--- config.mk ---
export PLATFORM = sky130hd
export DESIGN_NAME = seg7_scan_driver
export DESIGN_NICKNAME = d
export VERILOG_FILES = /design/src/rtl/seg7_pkg.sv /design/src/rtl/seg7_decode.sv /design/src/rtl/seg7_scan_driver.sv
export SDC_FILE = /design/constraint.sdc
export NUM_CORES = 1
export LEC_CHECK = 0
export CORE_MARGIN = 5
export CORE_UTILIZATION = 35
export DETAILED_ROUTE_END_ITERATION = 10
export HOLD_SLACK_MARGIN = 0.15
export SLEW_MARGIN = 20
export SYNTH_ARGS = -nofsm -noshare
export SYNTH_HDL_FRONTEND = slang
export SYNTH_HIERARCHICAL = 1
export SYNTH_SLANG_ARGS = --single-unit
--- constraint.sdc ---
create_clock -name clk -period 4.9 [get_ports clk]
set_clock_uncertainty 0.15 [all_clocks]
set_input_delay 0.98 -clock clk [delete_from_list [all_inputs] [get_ports clk]]
set_output_delay 0.98 -clock clk [all_outputs]
set_load 0.01 [all_outputs]
--- src/rtl/seg7_pkg.sv ---
// Shared 7-segment definitions: segment vector type, blank pattern and the
// active-low hex glyph table for a common-anode display.
package seg7_pkg;

    // Segment order is {g,f,e,d,c,b,a}, active-low.
    typedef logic [6:0] seg_t;

    localparam seg_t SEG_BLANK = 7'h7F;

    localparam seg_t GLYPHS [16] = '{
        7'h40, 7'h79, 7'h24, 7'h30, 7'h19, 7'h12, 7'h02, 7'h78,
        7'h00, 7'h10, 7'h08, 7'h03, 7'h46, 7'h21, 7'h06, 7'h0E
    };

endpackage

--- src/rtl/seg7_decode.sv ---
// Combinational hex nibble to active-low 7-segment decoder with a blank
// override, shared by every display block.
module seg7_decode
    import seg7_pkg::*;
(
    input  logic [3:0] nibble,
    input  logic       blank,
    output seg_t       seg_n
);

    always_comb begin
        seg_n = blank ? SEG_BLANK : GLYPHS[nibble];
    end

endmodule

--- src/rtl/seg7_scan_driver.sv ---
// Time-multiplexed 7-segment scan driver: snapshots the CPU GPIO word once per
// frame and walks its nibbles across N_DIGITS common-anode digits.
module seg7_scan_driver
    import seg7_pkg::*;
#(
    parameter int N_DIGITS    = 8,
    parameter int REFRESH_DIV = 50000
) (
    input  logic                clk,
    input  logic                rst_n,
    input  logic [31:0]         io2_out,
    input  logic                blank_en,
    input  logic [N_DIGITS-1:0] dp_mask,
    output logic [N_DIGITS-1:0] an_n,
    output logic [6:0]          seg_n,
    output logic                dp_n,
    output logic                frame
);

    localparam int CNT_W = (REFRESH_DIV > 1) ? $clog2(REFRESH_DIV) : 1;
    localparam int IDX_W = (N_DIGITS > 1) ? $clog2(N_DIGITS) : 1;
    localparam logic [CNT_W-1:0] CNT_MAX = CNT_W'(REFRESH_DIV - 1);
    localparam logic [IDX_W-1:0] IDX_MAX = IDX_W'(N_DIGITS - 1);

    logic [CNT_W-1:0]         cnt;
    logic [IDX_W-1:0]         idx;
    logic [N_DIGITS-1:0][3:0] snap;
    logic [N_DIGITS-1:0][3:0] io_nib;
    logic [N_DIGITS-1:0]      blank_mask;
    logic                     zero_above;
    logic                     tick;
    logic                     wrap;
    seg_t                     cur_seg;

    assign tick = (cnt == CNT_MAX);
    assign wrap = tick && (idx == IDX_MAX);

    // Digits beyond the 32-bit source word read as zero.
    for (genvar i = 0; i < N_DIGITS; i++) begin : g_nib
        if (i < 8) begin : g_src
            assign io_nib[i] = io2_out[4*i +: 4];
        end else begin : g_zero
            assign io_nib[i] = 4'h0;
        end
    end

    // A digit is a leading zero when it and every higher nibble are zero.
    always_comb begin
        zero_above = 1'b1;
        blank_mask = '0;
        for (int i = N_DIGITS - 1; i >= 0; i--) begin
            zero_above    = zero_above & (snap[i] == 4'h0);
            blank_mask[i] = blank_en & zero_above & (i != 0);
        end
    end

    seg7_decode u_decode (
        .nibble (snap[idx]),
        .blank  (blank_mask[idx]),
        .seg_n  (cur_seg)
    );

    always_ff @(posedge clk) begin
        // NOTE: the snapshot is reset along with the control state so the
        // first frame after reset is a defined all-zero value, not garbage.
        if (!rst_n) begin
            cnt   <= '0;
            idx   <= '0;
            snap  <= '0;
            an_n  <= '1;
            seg_n <= SEG_BLANK;
            dp_n  <= 1'b1;
            frame <= 1'b0;
        end else begin
            cnt   <= tick ? '0 : cnt + 1'b1;
            if (tick) begin
                idx <= (idx == IDX_MAX) ? '0 : idx + 1'b1;
            end
            if (wrap) begin
                snap <= io_nib;
            end
            frame <= wrap;
            an_n  <= ~(N_DIGITS'(1) << idx);
            seg_n <= cur_seg;
            dp_n  <= ~dp_mask[idx];
        end
    end

endmodule

# == Word level (Yosys, flattened, before mapping) ==
# Memory sizes are Yosys's and may differ from the RTL's. A register that Yosys moved wholly into a read port is not among the register bits.
# Index checks and enable logic that the tools add are counted.
# word_totals
regBits,61
latchBits,0
mem_bits_rw,0
mem_bits_ro,112
input_bits,43
output_inout_bits,17
elab_cells,54
mem_count,1
# op_classes
add_sub_neg,2
mul,0
div,0
order_cmp,1
eq_ne,2
n_shift,1
n_mux,7
bitwise,17
reduce_logical,10
# memory_table
memory,depth,word_bits,read_ports,rd_clocked_by_memory_dff,write_ports,line_no,text
(name not given),16,7,1,1,0,seg7_decode.sv:12,seg_n = blank ? SEG_BLANK : GLYPHS[nibble];
# op_table
operator,n
$logic_not A4 Y1,7
$add A16 B1 Y16 const B,1
$eq A16 B16 Y1 const B,1
$and A1 B1 Y1,13
$bmux W4 S3,1
$not A8 Y8,1
$shl A1 B3 Y8 const A,1
$bmux W1 S3,2
$not A4 Y5,1
$lt A3 B4 Y1 const B,1
$mux W4,1
$reduce_or A2 Y1,2
$add A3 B1 Y3 const B,1
$eq A3 B3 Y1 const B,1
$mux W3,1
$mux W1,2
$not A1 Y1,2
$logic_and A1 B1 Y1,1

# == Depth between registers and ports, before layout ==
# depth
word_depth,11
mapped_depth,10
ltp_nobuf,8

# == Modules after synthesis ==
# The synthesis kept the hierarchy.
# modules_own_cells
module,n_inst,cells_per_inst,area_per_inst_um2,seq_area_each_um2
seg7_scan_driver,1,319,3049.2,1361.3
seg7_decode,1,35,299.0,0.0

# == Least setup slack after synthesis ==
# No wires, ideal clock.
# synth_path
path_type,register to register
start,reg idx[0]
end,reg seg_n[1]
setup_time_ns,0.126
arrival_time_ns,2.906
required_ns,4.624
setup_slack_ns,1.718
path_stages_with_launch,11
path_buffers,2
synth_period_minus_slack_ns,3.182
path_cell_list,dfxtp_1 clkbuf_1 clkbuf_1 mux4_2 nand2_1 nand2_1 inv_1 ha_1 or2_2 a311o_1 nand2b_1
# synth_between
elab_chain_len,3
word_cells_on_any_way,6
classes_between,4 x mux; 1 x bitwise; 1 x reduce/logical
# synth_lines
element,line_no,text
start: declaration,seg7_scan_driver.sv:26,logic [IDX_W-1:0] idx;
start signal: assignment,seg7_scan_driver.sv:77,idx <= (idx == IDX_MAX) ? '0 : idx + 1'b1;
$bmux W1 S3 / $bmux W4 S3 (equally long branches),"seg7_scan_driver.sv:59, seg7_scan_driver.sv:58",
$mux W1 (implied by the code) / $mux W4 (equally long branches),"seg7_scan_driver.sv:59, seg7_scan_driver.sv:58",
$reduce_or A2 Y1 (no source line) / $not A4 Y5 (equally long branches),-,
end: declaration,seg7_scan_driver.sv:15,"output logic [6:0] seg_n,"
# Parallel ways exist; a longest one is shown, timed or not. The select of a mux whose other input is x is not followed.
# A chain may end at the register's enable or synchronous reset.

# == Final worst setup path ==
# Same ends and word-level chain as after synthesis.

==> metrics <==
Layout area overhead=25.6%; Clk pin slew, worst setup/hold paths=0.08 ns; final period utilization=0.662; crit-path cells=mux4_2 > nand2_1 > nand2_1 > inv_1 > ha_1 > or2_2 > a311o_1 > nand2b_1; worst hold path depth=1; PD cells=284 mW/mm^2; max-slew violations=0; Die W=108 um; WL met1=3620 um; largest net degree at the start of global routing=44; Synth Area per Inst=9.46 sq um; post-DP HPWL=5240 um; startpoint types=flop; CORE AREA=0.00928 sq mm; critical path fanouts, max=18; number of synthesized flops with an enable pin=0; IO Count=60; ys async rst share=0; Critical Path RT=4.97 ns; drt initial violations=126; CTS Buf Count=9; Final #Nets=462; RSZ-0062 raised after global routing=no; H-tree levels=3; routed vias/inst=4.79; area share of the largest cell type after synthesis=0.407; Final ANT Viol Nets=0; DR WL/cell=13.5 um; R2R Path End=seg_n[1]; sequential-to-total area share from yosys stat=0.407; diodes inserted=0; depth of the most critical reg-to-reg path=8; Crit path arrival time=3.31 ns; vias in the first global route=2546; CP Class=reg2reg; area of the die=0.0116 sq mm; Reg2Reg Launch Point=idx[0]; setup_tns=0 ns; ranking of synthesized cells by area=dfxtp_1, mux2i_1, nand2_1; global-route wire length before repair=12000 um; cell mode on critical path=nand2_1; Starting Density=0.361; Worst setup EP type=flop; main flop type after synthesis=dfxtp_1; status=finished clean; final worst slack=1.66 ns; Port Buffers=59; CTS resizes=0; post-synth top area cell=dfxtp_1; max_cap viols=0; TritonRoute pass-1 iters=4; synthesized area=0.00335 sq mm; GRT Resource Usage Total=0.130; final wirelength=7260 um; initial antenna violation count=0; min-delay src=cnt[0]; post-synthesis cell type count=43; hold slack=0.293 ns; f_max=308 MHz; gpl congestion=0.849; share of layout cells above drive strength 1=0.0805; top sig layer=met4; drt drc=0; worst setup path start=idx[0]; fill count=933; Yosys warnings=6; Leak=1.56 nW; CTS Root Cell=clkbuf_8; hold endpoint=cnt[0]; CP max stage cell=dfxtp_1; Worst-Margin Slew=0.874 ns; syn_nets=411; #FFs+latches synth=68; clk buf depth=2; DIE HEIGHT=108 um; Clock Latency Late Sink=0.35 ns; Hold Crit Class=reg2reg; Critical Path Max Stage Delay=0.89 ns; Fin. Hold Viols=0; met2 WL=3230 um; number of core rows=35; R2R setup slack=1.66 ns; post-synthesis cell count=354; peak supply drop=0.126 mV; worst slack, placed=1.69 ns; Slew headroom=0.416; hold_buf cts=0; GR Overflow Total=0; TritonCTS clock tree=done; minimum clock period=3.24 ns; WL met3=318 um; total number of vias=2581; Finish-stage setup viols=0; # Post-CTS Setup Buffers=0; TritonCTS Sinks=68
-- metal layers --
layer	up-vias	GRT usage
met5	-	0
met4	0	0.0622
met3	10	0.0336
met2	68	0.190
met1	1188	0.177
li1	1315	-
-- stage by stage --
stage | total power [W] | utilization | instances | instance area, sq um
2_1_floorplan | 0.000598 | - | 354 | 3350
3_3_place_gp | 0.000643 | 0.426 | 523 | 3960
3_5_place_dp | 0.000643 | 0.426 | 523 | 3960
4_1_cts | 0.00121 | 0.453 | 539 | 4210
5_1_grt | 0.00124 | 0.453 | 539 | 4210
6_report | 0.00119 | 0.453 | 539 | 4210
-- report_power, final --
part / internal, W / switching [W]
sequential: 0.000558 / 0.00000239
combinational: 0.0000426 / 0.0000264
clock: 0.000352 / 0.000213
-- cell usage after synthesis, types with 3 or more instances --
cell type,count
nor3_1,3
buf_6,3
clkbuf_1,14
nor2b_1,4
dfxtp_1,68
buf_12,3
nand4_1,6
xor2_1,6
a21oi_1,4
xnor2_1,6
ha_1,14
nand2_1,92
and3_1,4
mux2i_1,37
nor4_1,8
inv_1,6
mux4_2,10
nand3_1,9
nor2_1,17
nand2b_1,9
-- how the worst max path moves through the flow --
stage | endpoint | slack, ns | cells past startpoint
final | seg_n[1] | 1.66 | 8
after global routing | seg_n[1] | 1.39 | 8
after CTS | seg_n[1] | 1.62 | 8
after detailed placement | seg_n[1] | 1.69 | 8
after global placement | seg_n[1] | 1.79 | 8
after floorplan | seg_n[1] | 1.72 | 10
-- worst max-delay path: cells and delay by family, from the launching register on --
kind,cells,cell delay (ns)
DFF,1,0.89
AOI/OAI and AO/OA,1,0.30
adders and majority gates,1,0.26
and+or+nand+nor,4,0.68
buffers and inverters,1,0.21
muxes,1,0.61
-- final cells by class --
cell class,count,area (sq um),area share
repair buffers,61,601,0.143
flip-flops and latches,68,1360,0.324
multi-input cells,258,1810,0.430
clock inverters,6,111,0.0265
well taps,129,161,0.0384
clock buffers,10,138,0.0327
inverters,7,26.3,0.00625
-- cells by family (layout without fill, tap and decap cells) --
kind of cell / after synthesis / after routing / share of synthesized area
AO/OA/AOI/OAI: 18 / 18 / 0.0400
buffers and inverters: 28 / 84 / 0.0538
multiplexers: 49 / 49 / 0.185
XOR/XNOR: 12 / 12 / 0.0314
flip-flops: 68 / 68 / 0.407
adder cells (fa/ha/maj): 14 / 14 / 0.0523
AND/OR/NAND/NOR: 165 / 165 / 0.231
-- placed cells by master (no fill, tap or decap), drive strengths merged, types with 2 or more instances in the layout --
cell	Yosys	layout
nand4	6	6
or4b	2	2
nor3	3	3
clkinv	1	3
nand2b	9	9
xor2	6	6
ha	14	14
inv	6	6
nor2	18	18
clkbuf	14	10
a21oi	4	4
o21ai	2	2
nand2	93	93
a32oi	2	2
o21a	2	2
a221o	2	2
or3	2	2
mux2	2	2
nor2b	4	4
xnor2	6	6
buf	7	3
bufinv	0	3
mux4	10	10
clkdlybuf4s50	0	58
or4	2	2
nand3	9	9
mux2i	37	37
nor4	8	8
dfxtp	68	68
and3	5	5
-- registers in the layout, summed over array words and instances (netlist names) --
register,count
an_n,8
cnt,16
dp_n,1
frame,1
idx,3
seg_n,7
snap,32
Note: power is estimated with default switching activity, not from simulation.
